**src/rtl/bsg_upstream_channel.sv**
```systemverilog
// rtl/bsg_upstream_channel.sv - credit-gated 32-bit word to 8-bit flit serializer
module bsg_upstream_channel #(
  parameter int CREDITS = 64,
  parameter int CW      = 7
) (
  input  logic          clk,
  input  logic          rst,
  input  logic          core_valid_in,
  input  logic [31:0]   core_data_in,
  output logic          core_ready_out,
  output logic          io_valid_out,
  output logic [7:0]    io_data_out,
  input  logic          io_token_in,
  output logic [CW-1:0] credit_cnt,
  output logic          credit_overflow
);

  typedef enum logic {
    IDLE = 1'b0,
    SEND = 1'b1
  } state_t;

  localparam logic [CW-1:0] CREDIT_MAX = CW'(CREDITS);

  state_t        state, state_n;
  logic [1:0]    beat, beat_n;
  logic [31:0]   hold, hold_n;
  logic          valid_n;
  logic [7:0]    data_n;
  logic [CW-1:0] cnt_n;
  logic          ovf_n;
  logic          spend;
  logic          accept;
  logic [7:0]    cur_byte;

  // A new word fits when idle, or when the last flit of the current word leaves this edge
  assign core_ready_out = (state == IDLE) ||
                          ((state == SEND) && (beat == 2'd3) && (credit_cnt != '0));
  assign accept = core_valid_in && core_ready_out;
  // Spending uses the pre-edge count, so a token arriving at zero credit cannot launch a flit
  assign spend  = (state == SEND) && (credit_cnt != '0);

  // Byte of the held word selected by the beat, least-significant first
  always_comb begin
    cur_byte = hold[7:0];
    case (beat)
      2'd0: cur_byte = hold[7:0];
      2'd1: cur_byte = hold[15:8];
      2'd2: cur_byte = hold[23:16];
      2'd3: cur_byte = hold[31:24];
      default: cur_byte = hold[7:0];
    endcase
  end

  // Next-state, flit output and credit accounting
  always_comb begin
    state_n = state;
    beat_n  = beat;
    hold_n  = hold;
    valid_n = 1'b0;
    data_n  = io_data_out;
    cnt_n   = credit_cnt;
    ovf_n   = credit_overflow;

    if (spend) begin
      valid_n = 1'b1;
      data_n  = cur_byte;
      beat_n  = beat + 2'd1;
      if (beat == 2'd3) begin
        state_n = IDLE;
      end
    end

    // An accept on the last beat overrides the return to IDLE and restarts at beat 0
    if (accept) begin
      hold_n  = core_data_in;
      beat_n  = 2'd0;
      state_n = SEND;
    end

    case ({io_token_in, spend})
      2'b01: cnt_n = credit_cnt - 1'b1;
      2'b10: begin
        if (credit_cnt < CREDIT_MAX) begin
          cnt_n = credit_cnt + 1'b1;
        end else begin
          ovf_n = 1'b1;
        end
      end
      default: cnt_n = credit_cnt;
    endcase
  end

  // State and output registers with synchronous reset
  always_ff @(posedge clk) begin
    if (rst) begin
      state           <= IDLE;
      beat            <= 2'd0;
      hold            <= 32'h0;
      io_valid_out    <= 1'b0;
      io_data_out     <= 8'h00;
      credit_cnt      <= CREDIT_MAX;
      credit_overflow <= 1'b0;
    end else begin
      state           <= state_n;
      beat            <= beat_n;
      hold            <= hold_n;
      io_valid_out    <= valid_n;
      io_data_out     <= data_n;
      credit_cnt      <= cnt_n;
      credit_overflow <= ovf_n;
    end
  end

endmodule
```
**config.mk**
```make
export PLATFORM = sky130hd
export DESIGN_NAME = bsg_upstream_channel
export DESIGN_NICKNAME = d
export VERILOG_FILES = /design/src/rtl/bsg_upstream_channel.sv
export SDC_FILE = /design/constraint.sdc
export NUM_CORES = 1
export LEC_CHECK = 0
export CAP_MARGIN = 20
export CORE_ASPECT_RATIO = 0.75
export CORE_MARGIN = 10
export CORE_UTILIZATION = 60
export DETAILED_ROUTE_END_ITERATION = 10
export DONT_BUFFER_PORTS = 1
export HOLD_SLACK_MARGIN = 0.05
export PLACE_DENSITY = 0.76
export SLEW_MARGIN = 20
export SYNTH_ARGS = -nofsm -noshare
export SYNTH_HDL_FRONTEND = slang
export SYNTH_SLANG_ARGS = --single-unit
export TNS_END_PERCENT = 50
```
**constraint.sdc**
```tcl
create_clock -name clk -period 3.9 [get_ports clk]
set_input_delay 0.39 -clock clk [delete_from_list [all_inputs] [get_ports clk]]
set_output_delay 0.39 -clock clk [all_outputs]
set_load 0.005 [all_outputs]
```
==> results.sh <==
export IMPL_critical_path_endpoint_type="flop"
export IMPL_synth_seq_cells=52
export IMPL_hold_start="rst"
export IMPL_finalSetupTns_ns=0
export IMPL_maxCapViolCount=0
export IMPL_crit_type="reg -> reg"
export IMPL_synth_main_ff_cell="dfxtp_1"
export IMPL_power_density_nw_per_um2=423
export IMPL_drt_total_wl_um=6350
export IMPL_cts_sinks=52
export IMPL_wl_met1_um=3160
export IMPL_critPathSlowestCell="or3_2"
export IMPL_fin_util_pct=65.4
export IMPL_slew_headroom_pct=56.6
export IMPL_layout_cells_non_filler=339
export IMPL_dr_first_iter_drc_count=127
export IMPL_syn_num_nets=337
export IMPL_grt_usage_pct=15.4
export IMPL_critPathMaxFanout=9
export IMPL_clock_skew_ns=0.0148
export IMPL_path_cells="or3_2 > o21ai_4 > nand2_1 > fa_1 > a211o_1 > a211o_1 > a221o_1 > a221o_1"
export IMPL_hold_violations=0
export IMPL_cts_resized=0
export IMPL_syn_avg_cell_area_um2=10.0
export IMPL_hpwl_um=4540
export IMPL_arrival_ns=3.34
export IMPL_tightest_slew_ns=0.644
export IMPL_crit_buf_inv=0
export IMPL_start_util_pct=63.6
export IMPL_gp_congestion=0.827
export IMPL_cts_tree="yes"
export IMPL_synth_cell_type_count=42
export IMPL_synthDominantCellAreaShare_pct=36.0
export IMPL_synth_area_top_cells="dfxtp_1, mux2i_1, or2b_2"
export IMPL_antenna_found_initial=0
export IMPL_grt_pass1_vias=1948
export IMPL_die_h_um=80.1
export IMPL_wl_per_cell_um=18.7
export IMPL_numCtsBuffers=5
export IMPL_fmax_mhz=320
export IMPL_synthTopCellsByCount="dfxtp_1, mux2i_1, nand2b_1, or2b_2, or2b_1"
export IMPL_die_w_um=100
export IMPL_drt_vias_per_instance=5.97
export IMPL_met3_length_um=589
export IMPL_cts_root_buf="clkbuf_8"
export IMPL_startpoint_type="flop"
export IMPL_cp_startpoint="credit_cnt[0]$_SDFFE_PP0P_"
export IMPL_syn_area_um2=2890
export IMPL_rsz0062_at_grt="no"
export IMPL_critPathTopFamily="compound AO/OA/AOI/OAI gates"
export IMPL_r2r_start="credit_cnt[0]$_SDFFE_PP0P_"
export IMPL_min_path_type="in -> reg"
export IMPL_synthArstFlopShare_pct=0
export IMPL_post_synth_top_count_cell="dfxtp_1"
export IMPL_outcome="finished clean"
export IMPL_die_area_um2=8020
export IMPL_fin_crit_sh_pct=80.2
export IMPL_nFillCells=377
export IMPL_dp_cells=330
export IMPL_syn_to_final_growth_pct=2.86
export IMPL_synth_area_leader_cell="dfxtp_1"
export IMPL_setup_viol=0
export IMPL_vdd_drop_max_uv=256
export IMPL_top_layer_used="met4"
export IMPL_synth_cells=289
export IMPL_finalMaxSlewViolations=0
export IMPL_total_power_uw=1260
export IMPL_vias=2023
export IMPL_portBuffers=0
export IMPL_clk_pin_slew_ns=0.10
export IMPL_drive_above_1_share_pct=15.7
export IMPL_yosysSeqAreaShare_pct=36.0
export IMPL_drc_errors=0
export IMPL_grt_overflow_total=0
export IMPL_nNetsFinal=328
export IMPL_grt_pass1_wl_um=10100
export IMPL_cts_setup_buffers=0
export IMPL_holdWs_ns=0.161
export IMPL_clockBufferDepth=2
export IMPL_coreArea_um2=4550
export IMPL_drtAntennaViolNets=0
export IMPL_critical_path_max_stage_delay_ns=0.56
export IMPL_yosysWarnings=0
export IMPL_grt_max_degree=86
export IMPL_num_rows=21
export IMPL_cp_data_required_time_ns=4.12
export IMPL_post_route_min_period_ns=3.13
export IMPL_wl_met2_um=2530
export IMPL_hold_buffers=0
export IMPL_cellLeakagePower_uw=0.00119
export IMPL_synth_edff_count=0
export IMPL_ioPinCount=54
export IMPL_htreeDepth=2
export IMPL_drtPass1Iterations=5
export IMPL_insertion_delay_ns=0.31
[worst paths after layout]
kind / endpoint / slack [ns] / depth (start not counted)
max reg2reg: credit_cnt[6]$_SDFFE_PP1P_ / 0.77 / 8
max: credit_cnt[6]$_SDFFE_PP1P_ / 0.77 / 8
min reg2reg: hold[2]$_SDFFE_PP0P_ / 0.49 / 2
min: credit_cnt[3]$_SDFFE_PP0P_ / 0.16 / 1
[per-stage QoR]
| step | area (um2) | worst slack (ns) |
|---|---|---|
| 2_1_floorplan | 2890 | 0.699 |
| 3_3_place_gp | 2840 | 0.821 |
| 3_5_place_dp | 2840 | 0.785 |
| 4_1_cts | 2970 | 0.779 |
| 5_1_grt | 2970 | 0.633 |
| 6_report | 2970 | 0.773 |
[worst reg2reg max path, cell delays in order (launching register included)]
cell and delay (ns):
dfxtp_1 0.43, or3_2 0.57, o21ai_4 0.15, nand2_1 0.23, fa_1 0.50, a211o_1 0.32, a211o_1 0.27, a221o_1 0.31
a221o_1 0.28
[area by class of cell]
| class | instances | area [um2] | share of cell area [%] |
|---|---|---|---|
| repair buffers | 2 | 15.0 | 0.505 |
| well taps | 57 | 71.3 | 2.40 |
| flip-flops and latches | 52 | 1040 | 35.0 |
| multi-input cells | 216 | 1710 | 57.4 |
| clock inverters | 1 | 30.0 | 1.01 |
| clock buffers | 7 | 96.3 | 3.24 |
| diodes | 1 | 2.50 | 0.0842 |
| inverters | 3 | 11.3 | 0.379 |
[state kept, by name (all words and copies together) (netlist names)]
| register | count |
|---|---|
| io_data_out | 8 |
| beat | 2 |
| credit_overflow | 1 |
| credit_cnt | 7 |
| state | 1 |
| hold | 32 |
| io_valid_out | 1 |
[where the power goes]
group / internal (uW) / switching, uW
combinational: 119 / 123
clock: 227 / 182
sequential: 568 / 39.4
[routing by layer]
metal  vias up  GRT usage [%]
met4         0           4.37
met3         6           4.88
met1       956           22.7
met2        65           20.5
li1        996              -
met5         -              0
[logic make-up after synthesis]
family          count (synthesis)  share of synthesized area (%)
fa+ha+maj                      12                           5.45
compound gates                 46                           12.2
xor+xnor                        3                          0.909
mux                            41                           14.2
buf+inv                        21                           5.24
simple gates                  114                           26.0
flops                          52                           36.0
[layout by cell type, fill, tap and decap left out, drive strengths merged, types with 2 or more instances in the layout]
cell type,netlist,routed
xnor2,2,2
inv,3,3
nand3,4,4
nor3b,3,3
nor3,9,9
a211o,4,4
nor2,13,13
nand2b,26,26
dfxtp,52,52
clkbuf,10,7
or2b,40,40
a221o,2,2
o21a,2,2
o21ai,13,13
nor4b,2,2
a21o,4,4
mux2i,41,41
buf,8,2
a21boi,2,2
ha,11,11
nand2,11,11
a21oi,7,7
a222oi,8,8
No activity file was read; power rests on OpenSTA's default activity.
